===== src/rtl/usb_tx_line_encoder_if.sv =====
// usb_tx_line_encoder_if
// Handshake and line signals between the encode RCU/shifter and the USB
// serial line stage.
//   sending, selection, tx_bit       : RCU -> line stage
//   bit_ready, byte_done, eop_done   : line stage -> RCU pacing pulses
//   tx_active, d_plus, d_minus       : line stage status and differential pair
// modport master : RCU side
// modport slave  : line encoder side
interface usb_tx_line_encoder_if;
    logic sending;
    logic selection;
    logic tx_bit;
    logic bit_ready;
    logic byte_done;
    logic eop_done;
    logic tx_active;
    logic d_plus;
    logic d_minus;

    modport master (
        output sending, selection, tx_bit,
        input  bit_ready, byte_done, eop_done, tx_active, d_plus, d_minus
    );

    modport slave (
        input  sending, selection, tx_bit,
        output bit_ready, byte_done, eop_done, tx_active, d_plus, d_minus
    );
endinterface


===== src/rtl/usb_tx_line_encoder.sv =====
// usb_tx_line_encoder
// Serial line stage of the USB transmitter: paces the shift register one bit
// per USB bit time, applies bit stuffing and NRZI, and generates EOP.
// Ports:
//   clk    : system clock, rising edge
//   n_rst  : asynchronous active-low reset
//   bus    : usb_tx_line_encoder_if.slave
//            in : sending, selection, tx_bit
//            out: bit_ready, byte_done, eop_done (combinational pulses)
//                 tx_active, d_plus, d_minus (registered)
// Parameter CLKS_PER_BIT (>= 2): system clocks per USB bit time.
// Build option: USB_TX_BIT_STUFF_EN enables the ones counter and STUFF state;
// without it runs of 1s go out unmodified (line-level debug only).
module usb_tx_line_encoder #(
    parameter int CLKS_PER_BIT = 4
) (
    input logic                  clk,
    input logic                  n_rst,
    usb_tx_line_encoder_if.slave bus
);

    localparam int TW = (CLKS_PER_BIT > 2) ? $clog2(CLKS_PER_BIT) : 1;
    localparam logic [TW-1:0] TMAX = TW'(CLKS_PER_BIT - 1);

    typedef enum logic [2:0] {
        IDLE,
        DATA,
        SE0_1,
        SE0_2,
        EOP_J
`ifdef USB_TX_BIT_STUFF_EN
        ,
        STUFF
`endif
    } state_t;

    state_t        state, state_n;
    logic [TW-1:0] timer, timer_n;
    logic [2:0]    bit_cnt, bit_cnt_n;
    logic          dp, dm, dp_n, dm_n;
    logic          active;
    logic          tick;
    logic          eval;
    logic          bit_ready, byte_done, eop_done;
`ifdef USB_TX_BIT_STUFF_EN
    logic [2:0]    ones, ones_n;
`endif

    // Timer only runs while a packet is on the wire; it wraps on tick so
    // every state boundary lands on timer == 0.
    assign tick = (timer == TMAX);

    always_ff @(posedge clk or negedge n_rst) begin
        if (!n_rst) begin
            state   <= IDLE;
            timer   <= '0;
            bit_cnt <= '0;
            dp      <= 1'b1;
            dm      <= 1'b0;
            active  <= 1'b0;
`ifdef USB_TX_BIT_STUFF_EN
            ones    <= '0;
`endif
        end else begin
            state   <= state_n;
            timer   <= timer_n;
            bit_cnt <= bit_cnt_n;
            dp      <= dp_n;
            dm      <= dm_n;
            active  <= (state_n != IDLE);
`ifdef USB_TX_BIT_STUFF_EN
            ones    <= ones_n;
`endif
        end
    end

    always_comb begin
        state_n   = state;
        timer_n   = (state == IDLE || tick) ? '0 : timer + 1'b1;
        bit_cnt_n = bit_cnt;
        dp_n      = dp;
        dm_n      = dm;
        eval      = 1'b0;
        bit_ready = 1'b0;
        byte_done = 1'b0;
        eop_done  = 1'b0;
`ifdef USB_TX_BIT_STUFF_EN
        ones_n    = ones;
`endif

        case (state)
            IDLE: begin
                dp_n = 1'b1;
                dm_n = 1'b0;
                if (bus.sending) begin
                    state_n   = DATA;
                    bit_cnt_n = '0;
`ifdef USB_TX_BIT_STUFF_EN
                    ones_n    = '0;
`endif
                end else if (bus.selection) begin
                    state_n = SE0_1;
                    dp_n    = 1'b0;
                    dm_n    = 1'b0;
                end
            end
            DATA: begin
                if (tick) begin
`ifdef USB_TX_BIT_STUFF_EN
                    // A pending stuff bit outranks EOP and end-of-data, so a
                    // packet never ends on six unbroken 1s.
                    if (ones == 3'd6) begin
                        state_n = STUFF;
                        dp_n    = ~dp;
                        dm_n    = ~dm;
                        ones_n  = '0;
                    end else begin
                        eval = 1'b1;
                    end
`else
                    eval = 1'b1;
`endif
                end
            end
`ifdef USB_TX_BIT_STUFF_EN
            STUFF: begin
                if (tick) eval = 1'b1;
            end
`endif
            SE0_1: begin
                if (tick) state_n = SE0_2;
            end
            SE0_2: begin
                if (tick) begin
                    state_n = EOP_J;
                    dp_n    = 1'b1;
                    dm_n    = 1'b0;
                end
            end
            EOP_J: begin
                if (tick) begin
                    state_n  = IDLE;
                    eop_done = 1'b1;
                end
            end
            default: begin
                state_n = IDLE;
                dp_n    = 1'b1;
                dm_n    = 1'b0;
            end
        endcase

        // Bit-time decision shared by DATA and the slot after a stuff bit.
        if (eval) begin
            if (bus.selection) begin
                state_n = SE0_1;
                dp_n    = 1'b0;
                dm_n    = 1'b0;
            end else if (!bus.sending) begin
                state_n = IDLE;
                dp_n    = 1'b1;
                dm_n    = 1'b0;
            end else begin
                state_n   = DATA;
                bit_ready = 1'b1;
                byte_done = (bit_cnt == 3'd7);
                bit_cnt_n = bit_cnt + 3'd1;
                if (!bus.tx_bit) begin
                    // NRZI: a 0 is a transition, a 1 holds the level.
                    dp_n = ~dp;
                    dm_n = ~dm;
`ifdef USB_TX_BIT_STUFF_EN
                    ones_n = '0;
                end else begin
                    ones_n = ones + 3'd1;
`endif
                end
            end
        end
    end

    assign bus.bit_ready = bit_ready;
    assign bus.byte_done = byte_done;
    assign bus.eop_done  = eop_done;
    assign bus.tx_active = active;
    assign bus.d_plus    = dp;
    assign bus.d_minus   = dm;

endmodule


===== src/flat_wrapper.sv =====
// flat-port wrapper written by rule: the top's interface ports become plain ports
module usb_tx_line_encoder_flat 
#(
    parameter int CLKS_PER_BIT = 4
)
  (clk, n_rst, bus_sending, bus_selection, bus_tx_bit, bus_bit_ready, bus_byte_done, bus_eop_done, bus_tx_active, bus_d_plus, bus_d_minus);
  usb_tx_line_encoder_if bus_i ();
  input logic clk;
  input logic n_rst;
  input wire logic [$bits(bus_i.sending)-1:0] bus_sending;
  input wire logic [$bits(bus_i.selection)-1:0] bus_selection;
  input wire logic [$bits(bus_i.tx_bit)-1:0] bus_tx_bit;
  output wire logic [$bits(bus_i.bit_ready)-1:0] bus_bit_ready;
  output wire logic [$bits(bus_i.byte_done)-1:0] bus_byte_done;
  output wire logic [$bits(bus_i.eop_done)-1:0] bus_eop_done;
  output wire logic [$bits(bus_i.tx_active)-1:0] bus_tx_active;
  output wire logic [$bits(bus_i.d_plus)-1:0] bus_d_plus;
  output wire logic [$bits(bus_i.d_minus)-1:0] bus_d_minus;
  assign bus_i.sending = bus_sending;
  assign bus_i.selection = bus_selection;
  assign bus_i.tx_bit = bus_tx_bit;
  assign bus_bit_ready = bus_i.bit_ready;
  assign bus_byte_done = bus_i.byte_done;
  assign bus_eop_done = bus_i.eop_done;
  assign bus_tx_active = bus_i.tx_active;
  assign bus_d_plus = bus_i.d_plus;
  assign bus_d_minus = bus_i.d_minus;
  usb_tx_line_encoder #(.CLKS_PER_BIT(CLKS_PER_BIT)) u_core (.clk(clk), .n_rst(n_rst), .bus(bus_i));
endmodule

===== config.mk =====
export PLATFORM = sky130hd
export DESIGN_NAME = usb_tx_line_encoder_flat
export DESIGN_NICKNAME = d
export VERILOG_FILES = /design/src/rtl/usb_tx_line_encoder_if.sv /design/src/rtl/usb_tx_line_encoder.sv /design/src/flat_wrapper.sv
export SDC_FILE = /design/constraint.sdc
export NUM_CORES = 1
export LEC_CHECK = 0
export CAP_MARGIN = 20
export CORE_MARGIN = 4
export CORE_UTILIZATION = 50
export CTS_CLUSTER_SIZE = 10
export DETAILED_ROUTE_END_ITERATION = 10
export HOLD_SLACK_MARGIN = 0.06
export PLACE_DENSITY = 0.76
export SETUP_SLACK_MARGIN = 0.5
export SLEW_MARGIN = 20
export SYNTH_ARGS = -nofsm -noshare
export SYNTH_HDL_FRONTEND = slang
export SYNTH_SLANG_ARGS = --single-unit

===== constraint.sdc =====
create_clock -name clk -period 2.3 [get_ports clk]
set_input_delay 0.46 -clock clk [delete_from_list [all_inputs] [get_ports clk]]
set_output_delay 0.46 -clock clk [all_outputs]
set_load 0.02 [all_outputs]

==> summary.md, run 1 <==
| Metric | Value |
|---|---|
| Fraction of layout cells with a size suffix above 1 | `0.304` |
| Hold WC Path Type | `register to register` |
| Asr flop ratio synth | `1.00` |
| Area Overhead vs Synth | `38.1%` |
| Minimum clock period after layout | `~1.8 ns` |
| Pwr per Cell Area | `between 1000 and 1500 nW/um^2` |
| Mapped cell area | `657 sq um` |
| Pleak | `just over 0.4 nW` |
| Initial antenna violation count | `0` |
| Syn Nets | `78` |
| Top-count cell post-synth | `dfrtp_1` |
| Die area | `approximately 2000 sq um` |
| CTS clk-pin slew, worst paths | `0.07 ns` |
| Post-synth top area share | `0.381` |
| Unrepaired setup endpoints after global routing | `yes` |
| # DRC | `0` |
| Synth top area cells | `dfrtp_1 (38%), ha_1 (7.6%), a21oi_1 (5.3%), dfstp_2 (4.0%), a22o_1 (2.7%)` |
| Horiz. Die Dim | `roughly 44 um` |
| Register area share after synthesis | `0.421` |
| Post-synth EDFFs | `0` |
| Clk_skew | `~0.0053 ns` |
| Peak VDD IR | `~0.00077 V` |
| Yosys Warn Count | `0` |
| Detailed Route WL | `around 1.7 mm` |
| Num Clock Sinks | `11` |
| Post-route cell area | `a little over 900 sq um` |
| Hold Violations, Final | `0` |
| Routed Antenna Nets | `0` |
| Grt total ovfl | `0` |
| First-pass GRT wire length | `about 2.6 mm` |
| H-tree Lvls | `1` |
| Largest net degree at the start of global routing | `14` |
| Layout Utilization | `0.775` |
| Placed cell area | `roughly 810 sq um` |
| Vias in the first global route | `around 570` |
| Worst-margin pin slew | `0.469 ns` |
| Crit-path max FO | `3` |
| NumNets Final | `about 100` |
| Yosys cell types | `34` |
| CP Class | `register to output port` |
| Max Cap Violations | `0` |
| Post-Syn Instances | `69` |
| Synth Register Bits | `11` |
| Primary FF master, synth | `dfrtp_1` |
| Most area-hungry cell type in the Yosys netlist | `dfrtp_1` |
| Die height | `~44 um` |
| Final worst slack | `0.502 ns` |
| IO Pins | `11` |
| Tot GR Track Use | `0.184` |
| Synth Area per Inst | `9.52 sq um` |
| Worst hold slack | `between 0.4 and 0.5 ns` |
| List of most frequent post-synthesis cells | `dfrtp_1 (10), a21oi_1 (7), ha_1 (4), inv_1 (4), nor2_1 (4)` |
| Site Rows | `12` |
| Tcrit/Tclk final | `0.782` |
| Critical Path Sink Type | `output port` |
| Placer Congestion | `between 0.7 and 0.8` |
| Status | `complete, no violations` |
| N_diodes | `0` |
| Fin. max-slew vios | `0` |
| WP data required | `roughly 1.8 ns` |
| Longest Clk Path Bufs | `2` |
| Core region area | `about 1200 sq um` |
| TritonCTS clock tree | `built` |
| Routed len/inst | `16.3 um` |
| Pre-CTS worst setup slack | `-0.127 ns` |
| Port Buffers | `10` |
| Max Fclk | `between 500 and 600 MHz` |
| TritonCTS Buffers | `3` |
| 1st-pass router iterations | `4` |
| Routed vias | `609` |
| Clock latency at the later pin of the worst-skew pair | `0.27 ns` |
| Slew margin rel. | `0.687` |
| Setup violations, final | `0` |
| Clk root buf | `clkbuf_4` |
| DP HPWL | `about 1.1 mm` |
| Crit path DAT | `1.34 ns` |
| DR vias/cell | `around 5.7` |
| Number of DRC markers in iteration 0 | `15` |
| Hold-fix buffers, CTS | `0` |
| Initial core utilization | `0.561` |
| Setup crit start kind | `register` |
-- sequential cells by signal, indices dropped and copies added, names as in the netlist --
name                  count
u_core.state              3
u_core.bus.tx_active      1
u_core.timer              2
u_core.bus.d_plus         1
u_core.bus.d_minus        1
u_core.bit_cnt            3
-- placed cells by master, fill, tap and decap left out, types with 2 or more instances in the layout --
| cell type | count |
|---|---|
| a21oi_1 | 7 |
| a22o_1 | 2 |
| a31oi_1 | 2 |
| buf_2 | 2 |
| buf_4 | 13 |
| clkbuf_4 | 3 |
| clkdlybuf4s50_1 | 4 |
| dfrtp_1 | 10 |
| dlygate4sd2_1 | 3 |
| ha_1 | 3 |
| inv_1 | 4 |
| nand2_1 | 3 |
| nand4b_1 | 2 |
| nor2_1 | 3 |
| nor3_1 | 2 |
| o21ai_0 | 2 |
| or3_1 | 2 |
-- area by class of cell --
class | instances | area [sq um]
inverters | 4 | 15.0
fillers | 80 | 264
well taps | 14 | 17.5
multi-input cells | 50 | 387
repair buffers | 23 | 185
flip-flops and latches | 11 | 277
clock buffers | 4 | 26.3
-- critical path, cell delays in order (launching register included) --
cell,delay (ns)
dfrtp_1,0.41
ha_1,0.21
ha_1,0.18
and2_4,0.15
buf_6,0.12
-- per-layer routing --
metal | up-vias | wire (um) | global-route usage
met4 | 0 | 26 | 0.0723
met5 | - | 0 | 0
met1 | 290 | 747 | 0.240
met3 | 4 | 70 | 0.0366
met2 | 14 | 879 | 0.299
li1 | 301 | - | -
-- cell families (layout without fill, tap and decap cells) --
logic type,count (synthesis),count (layout),synth area share
AOI/OAI and AO/OA,20,20,0.196
muxes,1,1,0.0171
buffers and inverters,8,31,0.0609
and+or+nand+nor,25,25,0.229
adders and majority gates,4,4,0.0762
DFF,11,11,0.421
-- stage by stage --
stage	setup TNS [ns]	power [W]	cells
floorplan	0	0.000639	69
global placement	-0.102	0.000759	97
detailed placement	-0.134	0.000789	97
CTS	0	0.000922	103
global route	0	0.00109	106
finish	0	0.00100	106
-- final timing paths --
kind | start | to | slack, ns | cells after the start
min in group asynchronous | n_rst | u_core.bit_cnt[0] | 0.51 | 1
setup / recovery | u_core.bit_cnt[0] | bus_byte_done | 0.50 | 4
max in group asynchronous | n_rst | u_core.bus.d_plus | 1.45 | 1
hold / removal | u_core.timer[0] | u_core.timer[0] | 0.49 | 1
setup reg to reg | u_core.timer[1] | u_core.bus.tx_active | 0.58 | 6
hold reg to reg | u_core.timer[0] | u_core.timer[0] | 0.49 | 1
-- what timing repair did --
item	CTS	global route
cloned	0	0
endpoints found under the hold margin	0	0
setup buffers	2	3
gates resized for setup	18	6
pin swaps	1	3
setup endpoints to repair	5	4
-- report_power, final --
part | internal [W] | leakage, nW | switching (W)
combinational | 0.000259 | 0.265 | 0.000284
sequential | 0.000273 | 0.135 | 0.0000537
clock | 0.0000672 | 0.0150 | 0.0000659
(Power assumes the default switching activity.)
==> run 2: changes to the inputs <==
Settings changed: CORE_UTILIZATION 50 to 45, PLACE_DENSITY 0.76 to 0.72.
Clock period 2.3 ns to 1.6 ns, I/O delays scaled along.
==> summary.md, run 2 (synthesis gave the netlist of run 1 again) <==
| Metric | Value |
|---|---|
| Routed len/inst | `24.0 um` |
| Pre-CTS worst setup slack | `-0.538 ns` |
| Area Overhead vs Synth | `87.4%` |
| Critical Path Sink Type | `register` |
| WP data required | `about 1.8 ns` |
| DR vias/cell | `approximately 6.6` |
| Fraction of layout cells with a size suffix above 1 | `0.630` |
| Delay-heaviest family, CP | `compound AO/OA/AOI/OAI gates` |
| Worst path depth | `6` |
| CP startpoint | `u_core.state[0]` |
| Placed cell area | `887 sq um` |
| DP HPWL | `about 1.2 mm` |
| Hold WC Path Type | `input pin to async pin` |
| Commonest non-fill, non-tap cell in the layout | `buf_4` |
| Clk_skew | `around 0.0050 ns` |
| Slowest stage delay, CP | `0.41 ns` |
| Setup TNS Final | `-0.391 ns` |
| Final worst slack | `-0.133 ns` |
| Number of DRC markers in iteration 0 | `33` |
| IO Pins | `11` |
| Tot GR Track Use | `0.290` |
| Unrepaired setup endpoints after global routing | `yes` |
| Longest Clk Path Bufs | `2` |
| Tcrit/Tclk final | `1.08` |
| Minimum clock period after layout | `roughly 1.7 ns` |
| Initial core utilization | `0.492` |
| Clock network power share | `0.088` |
| TritonCTS Buffers | `3` |
| Placer Congestion | `just over 0.8` |
| Grt total ovfl | `0` |
| Vias in the first global route | `around 830` |
| Post-route cell area | `1230 sq um` |
| Reg2reg start | `u_core.state[0]` |
| Clock latency at the later pin of the worst-skew pair | `roughly 0.27 ns` |
| Sequential Power Share | `0.219` |
| NumNets Final | `118` |
| Peak VDD IR | `~0.0015 V` |
| Biggest regs | `u_core.bit_cnt (3), u_core.state (3), u_core.timer (2)` |
| Pleak | `~0.55 nW` |
| Commonest non-fill, non-tap cells in the layout | `buf_4 (18), buf_6 (16), dfrtp_1 (10)` |
| Setup violations, final | `4` |
| Core region area | `~1300 sq um` |
| Die height | `~46 um` |
| Crit-path max FO | `4` |
| Slew margin rel. | `0.665` |
| Combinational power share | `0.693` |
| Cell mode on critical path | `buf_6` |
| FF-to-FF path depth | `6` |
| Clk root buf | `clkbuf_4` |
| Site Rows | `13` |
| Detailed Route WL | `between 2 and 3 mm` |
| Failing checks | `negative setup slack` |
| Initial antenna violation count | `0` |
| TritonCTS clock tree | `built` |
| Routed Antenna Nets | `0` |
| Internal power | `around 0.0013 W` |
| Worst hold slack | `~0.38 ns` |
| Net Sw Frac | `0.423` |
| CTS clk-pin slew, worst paths | `about 0.08 ns` |
| Horiz. Die Dim | `approximately 46 um` |
| Port Buffers | `10` |
| Crit-path cells | `buf_6 -> buf_6 -> or3b_1 -> a211o_1 -> o31ai_2 -> a21oi_1` |
| H-tree Lvls | `1` |
| Worst-margin pin slew | `0.501 ns` |
| WP buf/inv | `2` |
| Pwr per Cell Area | `roughly 1800 nW/um^2` |
| Die area | `2130 sq um` |
| # DRC | `0` |
| First-pass GRT wire length | `roughly 4.2 mm` |
| 1st-pass router iterations | `4` |
| Routed vias | `just over 800` |
| Psw | `~0.00096 W` |
| Hold-fix buffers, CTS | `0` |
| Status | `finished with violations` |
| Reg-to-reg slack, setup | `-0.13 ns` |
| Max Cap Violations | `0` |
| Fin. max-slew vios | `0` |
| Largest net degree at the start of global routing | `14` |
| Crit path DAT | `1.91 ns` |
| CP Class | `register to register` |
| N_diodes | `0` |
| Max Fclk | `577 MHz` |
| Critical path's slowest cell | `dfrtp_1` |
| Num Clock Sinks | `11` |
| Setup crit start kind | `register` |
| Hold Violations, Final | `0` |
run 2: per-layer routing:
metal	global-route usage	vias up	routed length (um)
met4	0.233	0	140
met5	0	-	0
met1	0.339	396	1190
met2	0.470	61	1420
met3	0.0352	20	209
li1	-	333	-
run 2: path summary, 6_finish.rpt:
kind	end
worst max-delay path	u_core.bus.d_plus
worst min-delay path	u_core.state[1]
worst max register to register	u_core.bus.d_plus
worst min register to register	u_core.timer[0]
max in group asynchronous	u_core.bus.d_plus
min in group clk	u_core.timer[0]
run 2: worst reg2reg max path, cell delays in order, from the launching register on:
cell,delay (ns)
dfrtp_1,0.41
buf_6,0.14
buf_6,0.12
or3b_1,0.34
a211o_1,0.30
o31ai_2,0.21
a21oi_1,0.13
run 2: per-stage QoR:
| stage | std cells | total power, W | utilization |
|---|---|---|---|
| after detailed placement | 106 | 0.00124 | 0.665 |
| after CTS | 118 | 0.00188 | 0.852 |
| after global placement | 106 | 0.00121 | 0.665 |
| after global routing | 123 | 0.00236 | 0.923 |
| final | 123 | 0.00226 | 0.923 |
| after floorplan | 69 | 0.000951 | - |
run 2: power groups by stage:
stage          clock (W)  sequential [W]  combinational, W
6_report        0.000199        0.000496           0.00157
3_5_place_dp           0        0.000453          0.000786
2_1_floorplan          0        0.000479          0.000472
3_3_place_gp           0        0.000447          0.000759
4_1_cts         0.000195        0.000471           0.00121
5_1_grt         0.000215        0.000505           0.00164
run 2: cell type report:
class | count | area (sq um)
Tap cell | 15 | 18.8
Sequential cell | 11 | 277
Timing Repair Buffer | 39 | 373
Multi-Input combinational cell | 50 | 519
Clock buffer | 4 | 26.3
Inverter | 4 | 17.5
Fill cell | 40 | 103
run 2: timing repair:
item / in CTS / in global routing
endpoints found under the setup margin: 17 / 17
buffers inserted: 8 / 5
pin swaps: 14 / 2
gates resized for setup: 73 / 12
